--- src/rtl/fetch_pkg.sv ---
// Shared fetch-sequencer types: FSM state encoding and PC source selects.
// The PC block imports the same PCSEL_* constants.
package fetch_pkg;

    typedef enum logic [2:0] {
        ST_IDLE     = 3'd0,
        ST_FETCH    = 3'd1,
        ST_WAIT_MEM = 3'd2,
        ST_REDIRECT = 3'd3,
        ST_FLUSH    = 3'd4
    } fetch_state_t;

    localparam logic [1:0] PCSEL_INC  = 2'b00;
    localparam logic [1:0] PCSEL_BR   = 2'b01;
    localparam logic [1:0] PCSEL_JAL  = 2'b10;
    localparam logic [1:0] PCSEL_JALR = 2'b11;

    // Target priority when several resolve flags are set: jalr > jal > branch.
    function automatic logic [1:0] redir_sel(input logic jal, input logic jalr);
        if (jalr)     return PCSEL_JALR;
        else if (jal) return PCSEL_JAL;
        else          return PCSEL_BR;
    endfunction

endpackage

--- src/rtl/fetch_sequencer_if.sv ---
// Fetch-control bundle between the sequencer (master) and the L1 I-side,
// execute stage and PC block (slave).
interface fetch_sequencer_if;

    logic       imem_req;
    logic       imem_ready;
    logic       dmem_busy;
    logic       ex_valid;
    logic       ex_branch;
    logic       ex_taken;
    logic       ex_jal;
    logic       ex_jalr;
    logic [1:0] pc_select;
    logic       pc_hold;
    logic       flush;
    logic       instr_valid;

    modport master (
        output imem_req, pc_select, pc_hold, flush, instr_valid,
        input  imem_ready, dmem_busy, ex_valid, ex_branch, ex_taken, ex_jal, ex_jalr
    );

    modport slave (
        input  imem_req, pc_select, pc_hold, flush, instr_valid,
        output imem_ready, dmem_busy, ex_valid, ex_branch, ex_taken, ex_jal, ex_jalr
    );

endinterface

--- src/rtl/fetch_sequencer_sat_counter.sv ---
// Width-parameterised saturating event counter with enable.
module sat_counter #(
    parameter int W = 16
) (
    input  logic         clk,
    input  logic         reset,
    input  logic         en_i,
    output logic [W-1:0] cnt_o
);

    logic [W-1:0] cnt_q;

    always_ff @(posedge clk or posedge reset) begin
        if (reset)                   cnt_q <= '0;
        else if (en_i && cnt_q != '1) cnt_q <= cnt_q + W'(1);
    end

    assign cnt_o = cnt_q;

endmodule

--- src/rtl/fetch_sequencer.sv ---
// Per-core fetch sequencer: PC advance/hold, redirect + flush bubbles, memory stalls.
// Optional perf counters (stall_count, flush_count) under FETCH_SEQ_PERF_EN.
module fetch_sequencer
    import fetch_pkg::*;
#(
    parameter int CNT_W        = 16,
    parameter int FLUSH_CYCLES = 1
) (
    input  logic                clk,
    input  logic                reset,
    input  logic                start,
    fetch_sequencer_if.master   bus,
    output logic [2:0]          fsm_state
`ifdef FETCH_SEQ_PERF_EN
    ,
    output logic [CNT_W-1:0]    stall_count,
    output logic [CNT_W-1:0]    flush_count
`endif
);

    localparam logic [2:0] BUB_LAST = 3'(FLUSH_CYCLES - 1);

    fetch_state_t state_q, state_d;
    logic         imem_req_q, flush_q, pend_v_q;
    logic [1:0]   pend_sel_q;
    logic [2:0]   bub_q;
    logic         redir, advance;

    assign redir   = bus.ex_valid & ((bus.ex_branch & bus.ex_taken) | bus.ex_jal | bus.ex_jalr);
    assign advance = bus.imem_ready & ~bus.dmem_busy;

    // WAIT_MEM completes its fetch in the cycle memory answers, exactly as FETCH would.
    always_comb begin
        state_d         = state_q;
        bus.pc_hold     = 1'b1;
        bus.pc_select   = PCSEL_INC;
        bus.instr_valid = 1'b0;
        case (state_q)
            ST_IDLE: if (start) state_d = ST_FETCH;
            ST_FETCH, ST_WAIT_MEM: begin
                if (advance) begin
                    bus.instr_valid = 1'b1;
                    if (pend_v_q || redir) begin
                        state_d = ST_REDIRECT;
                    end else begin
                        bus.pc_hold = 1'b0;
                        state_d     = ST_FETCH;
                    end
                end else begin
                    state_d = ST_WAIT_MEM;
                end
            end
            ST_REDIRECT: begin
                bus.pc_select = pend_sel_q;
                if (!bus.dmem_busy) begin
                    bus.pc_hold = 1'b0;
                    state_d     = ST_FLUSH;
                end
            end
            ST_FLUSH: if (!bus.dmem_busy && bub_q == BUB_LAST) state_d = ST_FETCH;
            default:  state_d = ST_IDLE;
        endcase
    end

    always_ff @(posedge clk or posedge reset) begin
        if (reset) begin
            state_q    <= ST_IDLE;
            imem_req_q <= 1'b0;
            flush_q    <= 1'b0;
            pend_v_q   <= 1'b0;
            pend_sel_q <= PCSEL_INC;
            bub_q      <= '0;
        end else begin
            state_q    <= state_d;
            imem_req_q <= (state_d == ST_FETCH) || (state_d == ST_WAIT_MEM);
            flush_q    <= (state_d == ST_REDIRECT) || (state_d == ST_FLUSH);
            // Only one redirect can be in flight; later ones are dropped until consumed.
            if (state_q == ST_REDIRECT && state_d == ST_FLUSH) begin
                pend_v_q <= 1'b0;
            end else if (redir && !pend_v_q) begin
                pend_v_q   <= 1'b1;
                pend_sel_q <= redir_sel(bus.ex_jal, bus.ex_jalr);
            end
            if (state_q != ST_FLUSH)    bub_q <= '0;
            else if (!bus.dmem_busy)    bub_q <= bub_q + 3'd1;
        end
    end

    assign bus.imem_req = imem_req_q;
    assign bus.flush    = flush_q;
    assign fsm_state    = state_q;

`ifdef FETCH_SEQ_PERF_EN
    sat_counter #(.W(CNT_W)) u_stall_cnt (
        .clk   (clk),
        .reset (reset),
        .en_i  (state_q == ST_WAIT_MEM),
        .cnt_o (stall_count)
    );

    sat_counter #(.W(CNT_W)) u_flush_cnt (
        .clk   (clk),
        .reset (reset),
        .en_i  (state_q != ST_REDIRECT && state_d == ST_REDIRECT),
        .cnt_o (flush_count)
    );
`endif

endmodule

--- src/flat_wrapper.sv ---
// flat-port wrapper written by rule: the top's interface ports become plain ports
module fetch_sequencer_flat import fetch_pkg::*;
#(
    parameter int CNT_W        = 16,
    parameter int FLUSH_CYCLES = 1
)
  (clk, reset, start, fsm_state, bus_imem_req, bus_pc_select, bus_pc_hold, bus_flush, bus_instr_valid, bus_imem_ready, bus_dmem_busy, bus_ex_valid, bus_ex_branch, bus_ex_taken, bus_ex_jal, bus_ex_jalr);
  fetch_sequencer_if bus_i ();
  input  logic clk;
  input  logic reset;
  input  logic start;
  output logic [2:0] fsm_state;
  output wire logic [$bits(bus_i.imem_req)-1:0] bus_imem_req;
  output wire logic [$bits(bus_i.pc_select)-1:0] bus_pc_select;
  output wire logic [$bits(bus_i.pc_hold)-1:0] bus_pc_hold;
  output wire logic [$bits(bus_i.flush)-1:0] bus_flush;
  output wire logic [$bits(bus_i.instr_valid)-1:0] bus_instr_valid;
  input wire logic [$bits(bus_i.imem_ready)-1:0] bus_imem_ready;
  input wire logic [$bits(bus_i.dmem_busy)-1:0] bus_dmem_busy;
  input wire logic [$bits(bus_i.ex_valid)-1:0] bus_ex_valid;
  input wire logic [$bits(bus_i.ex_branch)-1:0] bus_ex_branch;
  input wire logic [$bits(bus_i.ex_taken)-1:0] bus_ex_taken;
  input wire logic [$bits(bus_i.ex_jal)-1:0] bus_ex_jal;
  input wire logic [$bits(bus_i.ex_jalr)-1:0] bus_ex_jalr;
  assign bus_imem_req = bus_i.imem_req;
  assign bus_pc_select = bus_i.pc_select;
  assign bus_pc_hold = bus_i.pc_hold;
  assign bus_flush = bus_i.flush;
  assign bus_instr_valid = bus_i.instr_valid;
  assign bus_i.imem_ready = bus_imem_ready;
  assign bus_i.dmem_busy = bus_dmem_busy;
  assign bus_i.ex_valid = bus_ex_valid;
  assign bus_i.ex_branch = bus_ex_branch;
  assign bus_i.ex_taken = bus_ex_taken;
  assign bus_i.ex_jal = bus_ex_jal;
  assign bus_i.ex_jalr = bus_ex_jalr;
  fetch_sequencer #(.CNT_W(CNT_W), .FLUSH_CYCLES(FLUSH_CYCLES)) u_core (.clk(clk), .reset(reset), .start(start), .bus(bus_i), .fsm_state(fsm_state));
endmodule
--- config.mk ---
export PLATFORM = sky130hd
export DESIGN_NAME = fetch_sequencer_flat
export DESIGN_NICKNAME = d
export VERILOG_FILES = /design/src/rtl/fetch_pkg.sv /design/src/rtl/fetch_sequencer_if.sv /design/src/rtl/fetch_sequencer_sat_counter.sv /design/src/rtl/fetch_sequencer.sv /design/src/flat_wrapper.sv
export SDC_FILE = /design/constraint.sdc
export NUM_CORES = 1
export LEC_CHECK = 0
export BUFFER_PORTS_ARGS = -buffer_cell sky130_fd_sc_hd__buf_4
export CAP_MARGIN = 20
export CORE_AREA = 2 2 39 41
export DETAILED_ROUTE_END_ITERATION = 10
export DIE_AREA = 0 0 41 43
export PLACE_DENSITY = 0.74
export SYNTH_ARGS = -nofsm -noshare
export SYNTH_HDL_FRONTEND = slang
export SYNTH_SLANG_ARGS = --single-unit
--- constraint.sdc ---
create_clock -name clk -period 4.2 [get_ports clk]
set_clock_uncertainty 0.1 [all_clocks]
set_input_delay 0.42 -clock clk [delete_from_list [all_inputs] [get_ports clk]]
set_output_delay 0.42 -clock clk [all_outputs]
set_load 0.01 [all_outputs]
=== After elaboration in Yosys (flattened, before gate mapping) ===
Index checks and enable logic that the tools add are counted.

* Register bits: 11

* $add $sub $neg: 1
* Eq/ne operators: 10
* Muxes and demuxes: 19
* Bitwise operators: 7
* Reduce and logical (&&, ||, !) cells: 13

{| class="wikitable"
|+ Operator list
! kind !! count
|-
| 3-bit 2-to-1 mux || 5
|-
| 3-bit by 2-bit == test with 1-bit output, second input constant || 4
|-
| 3-bit one-hot mux with 4 select lines || 1
|-
| 2-bit 2-to-1 mux || 5
|-
| 1-bit 2-to-1 mux || 7
|-
| 3-bit by 1-bit == test with 1-bit output, second input constant || 2
|-
| 3-bit == test, second input constant || 2
|-
| 3-bit zero test || 2
|-
| 3-bit by 1-bit adder with 3-bit output, second input constant || 1
|-
| 1-bit AND || 3
|-
| 1-bit logical AND || 3
|-
| 1-bit logical OR || 3
|-
| 3-bit != test, second input constant || 1
|-
| 1-bit zero test || 2
|-
| 2-bit by 1-bit != test with 1-bit output, second input constant || 1
|-
| 1-bit NOT || 2
|-
| 1-bit bitwise OR || 2
|-
| 1-bit one-hot mux with 2 select lines || 1
|-
| 2-bit AND reduction || 1
|-
| 2-bit nonzero test || 1
|-
| 2-bit OR reduction || 1
|}

=== Depth between registers and ports, before layout ===
* Depth in word-level cells: 12
* Gate-level depth with buffers: 6
* Mapped depth without buffers: 6

=== Worst setup path after synthesis ===
No wires, ideal clock.

* Path kind: in2out
* From: input bus_ex_branch
* To: output bus_pc_hold
* Setup slack: 2346 ps
* Data arrival time: 1333 ps
* Required time: 3680 ps
* Stages on the path: 4
* Buffers on the path: 0
* Cells stage by stage: a211o_1 > a21oi_1 > a211oi_2 > or2_2

* Longest elaborated chain between the ends: 8

{| class="wikitable"
|+ Ends and longest elaborated chain
! element !! RTL line !! text
|-
| from (decl) || flat_wrapper.sv:21 || <nowiki>input wire logic [$bits(bus_i.ex_branch)-1:0] bus_ex_branch;</nowiki>
|-
| 1-bit AND || fetch_sequencer.sv:29 || <nowiki>assign redir = bus.ex_valid & ((bus.ex_branch & bus.ex_taken) | bus.ex_jal | bus.ex_jalr);</nowiki>
|-
| 1-bit bitwise OR (2 in series) || fetch_sequencer.sv:29 ||
|-
| 1-bit AND || fetch_sequencer.sv:29 ||
|-
| 1-bit logical OR || fetch_sequencer.sv:43 || <nowiki>if (pend_v_q || redir) begin</nowiki>
|-
| 1-bit 2-to-1 mux || fetch_sequencer.sv:43 ||
|-
| 1-bit 2-to-1 mux || fetch_sequencer.sv:41 || <nowiki>if (advance) begin</nowiki>
|-
| 1-bit one-hot mux with 2 select lines || fetch_sequencer.sv:38 || <nowiki>case (state_q)</nowiki>
|-
| to (decl) || flat_wrapper.sv:15 || <nowiki>output wire logic [$bits(bus_i.pc_hold)-1:0] bus_pc_hold;</nowiki>
|}

No other way between the ends.

=== Worst setup path in the final report ===
* From: register u_core.state_q[1] (netlist: u_core.fsm_state[1])
* To: output bus_pc_hold

* Longest elaborated chain between the ends: 3
* Elaborated cells on any way between the ends: 5
* Those cells by class: eq/ne: 3; mux: 1; reduce/logical: 1

{| class="wikitable"
|+ Ends and longest elaborated chain
! element !! RTL line !! text
|-
| from (decl) || fetch_sequencer.sv:23 || <nowiki>fetch_state_t state_q, state_d;</nowiki>
|-
| from (signal assigned) || fetch_sequencer.sv:74 || <nowiki>state_q <= state_d;</nowiki>
|-
| 3-bit by 1-bit == test with 1-bit output or 3-bit by 2-bit == test with 1-bit output (tied branches) || fetch_sequencer.sv:38 ||
|-
| 2-bit OR reduction || fetch_sequencer.sv:38 ||
|-
| 1-bit one-hot mux with 2 select lines (*) || fetch_sequencer.sv:38 ||
|}

Every way passes the cells marked *; elsewhere a longest branch is shown, timed or not.

==> flow_metrics.env <==
export IMPL_status="finished clean"
export IMPL_power_leakage_uw=0.000384
export IMPL_hpwl_um=886
export IMPL_routed_wl_um=1140
export IMPL_rows=14
export IMPL_die_h_um=43
export IMPL_cts_hold_buf=0
export IMPL_fin_nets=92
export IMPL_gp_congestion=0.732
export IMPL_cts_resized=0
export IMPL_wl_per_cell_um=12.0
export IMPL_synthTopCellsByArea="dfrtp_1 (44%), mux2i_1 (4.8%), nor2_1 (4.8%), xor2_1 (4.2%), and4bb_2 (4.0%)"
export IMPL_syn_avg_cell_area_um2=10.6
export IMPL_synth_edff_count=0
export IMPL_placed_area_um2=767
export IMPL_antenna_found_initial=0
export IMPL_period_share=0.509
export IMPL_cp_arrival_ps=1620
export IMPL_yosysTopAreaCellShare=0.438
export IMPL_critPathKind="reg2out"
export IMPL_path_clk_slew_ps=70
export IMPL_ir_drop_mv=0.328
export IMPL_yosysTopAreaCell="dfrtp_1"
export IMPL_antenna_cells=0
export IMPL_path_max_fanout=8
export IMPL_multi_input_area_um2=322
export IMPL_via_per_inst=5.09
export IMPL_async_reset_ff_frac=1.00
export IMPL_overflow=0
export IMPL_port_buffers=18
export IMPL_hold_path_class="in2async"
export IMPL_end_kind="output port"
export IMPL_grt_setup_unrepaired="no"
export IMPL_fmax_mhz=467
export IMPL_synth_top_flop_cell="dfrtp_1"
export IMPL_maxCapViolCount=0
export IMPL_cts_root_buffer="clkbuf_4"
export IMPL_cts_htree_levels=1
export IMPL_final_fill_count=123
export IMPL_postCtsSetupBuffers=0
export IMPL_core_area_mm2=0.00138
export IMPL_dieArea_mm2=0.00176
export IMPL_hold_viol=0
export IMPL_clock_sinks=11
export IMPL_grt_start_max_net_pins=12
export IMPL_clk_latency_ps=270
export IMPL_hold_slack_ps=32.2
export IMPL_ys_seq_area_frac=0.438
export IMPL_ios=19
export IMPL_cp_start_kind="flop"
export IMPL_rr_worst_depth=4
export IMPL_grt_pass1_vias=495
export IMPL_crit_required_ps=3680
export IMPL_grt_usage=0.167
export IMPL_drtPass1Iterations=4
export IMPL_setup_viol=0
export IMPL_cts_buffer_depth=2
export IMPL_remaining_drc_errors=0
export IMPL_cts_tree="yes"
export IMPL_ys_ff_latch=11
export IMPL_worst_pin_slew_ps=395
export IMPL_syn_nets=71
export IMPL_cts_buffers=3
export IMPL_drt_iter0_markers=7
export IMPL_grt_pass1_wl_um=2000
export IMPL_final_area_um2=793
export IMPL_power_density_mw_per_mm2=576
export IMPL_post_synth_num_cell_types=27
export IMPL_regArea_um2=275
export IMPL_finalMaxSlewViolations=0
export IMPL_drive_above_1_share=0.405
export IMPL_syn_cell_area_um2=628
export IMPL_relSlewSlack=0.737
export IMPL_die_w_um=41
export IMPL_min_period_ps=2140
export IMPL_finalSetupTns_ps=0
export IMPL_yosysWarningCount=0
export IMPL_ant_nets=0
export IMPL_via_count=484
export IMPL_synthCells=59
export IMPL_initial_utilization=0.454
export IMPL_area_growth_pct=26.3
[synth_stat cells, types with 2 or more instances]
cell type and n:
nor3_1 4, xor2_1 3, dfrtp_1 11, ha_1 2, inv_1 4, nor2_1 8, nand2_1 4, and4bb_2 2
mux2i_1 3
[cell families (layout without fill, tap and decap cells)]
group | count (synthesis) | after routing | synth area share
adder cells (fa/ha/maj) | 2 | 2 | 0.0398
AO/OA/AOI/OAI | 6 | 6 | 0.0936
buffers and inverters | 6 | 26 | 0.0498
flip-flops | 11 | 11 | 0.438
multiplexers | 4 | 4 | 0.0657
AND/OR/NAND/NOR | 26 | 26 | 0.257
XOR/XNOR | 4 | 4 | 0.0558
[layout make-up]
type                    instances  area share
inverters                       4      0.0189
flip-flops and latches         11       0.347
well taps                      16      0.0252
multi-input cells              42       0.405
clock buffers                   4      0.0331
repair buffers                 18       0.170
[worst paths after layout]
kind                                           start                    to  slack [ps]
max in group asynchronous                      reset       u_core.bub_q[2]        3690
worst max register to register   u_core.fsm_state[0]  u_core.pend_sel_q[0]        2540
worst max-delay path             u_core.fsm_state[1]           bus_pc_hold        2060
min in group clk                        bus_ex_valid       u_core.pend_v_q         330
worst min-delay path                           reset       u_core.pend_v_q          30
worst min register to register  u_core.pend_sel_q[0]  u_core.pend_sel_q[0]         410
[report_power, final]
group          total, uW  switching, uW  internal [uW]  leakage, uW
logic                209           96.1            113     0.000234
registers            177           36.0            141     0.000135
clock network       71.1           34.3           36.8    0.0000150
total                457            166            291     0.000384
[placed cells by master, fill, tap and decap left out, types with 2 or more instances in the layout]
master	netlist	routed
and4bb_2	2	2
buf_4	0	18
clkbuf_4	0	3
dfrtp_1	11	11
ha_1	2	2
inv_1	4	4
mux2i_1	3	3
nand2_1	4	4
nor2_1	8	8
nor3_1	4	4
xor2_1	3	3
[state kept, by name, indices dropped and copies added (netlist names)]
signal               cells
u_core.bub_q             3
u_core.fsm_state         3
u_core.pend_v_q          1
u_core.pend_sel_q        2
u_core.bus.imem_req      1
u_core.bus.flush         1
[metrics by stage]
step | cells | setup slack (ps) | total power [uW] | utilization
after floorplan | 59 | 2350 | 303 | -
after global placement | 91 | 2100 | 386 | 0.554
after detailed placement | 91 | 2060 | 390 | 0.554
after CTS | 95 | 2040 | 465 | 0.573
after global routing | 95 | 1910 | 497 | 0.573
final | 95 | 2060 | 457 | 0.573
[routing by layer]
layer | GRT usage | vias to the layer above | routed length (um)
li1 | - | 240 | -
met1 | 0.236 | 227 | 517
met2 | 0.238 | 13 | 548
met3 | 0.0314 | 4 | 63
met4 | 0.0800 | 0 | 14
met5 | 0 | - | 0
[worst max-delay path, stage by stage (launching register included)]
cell      delay [ps]
dfrtp_1          480
nor2_1           100
or2_1            240
a211oi_2         260
or2_2            170
buf_4            110
Note: power is estimated with default switching activity, not from simulation.
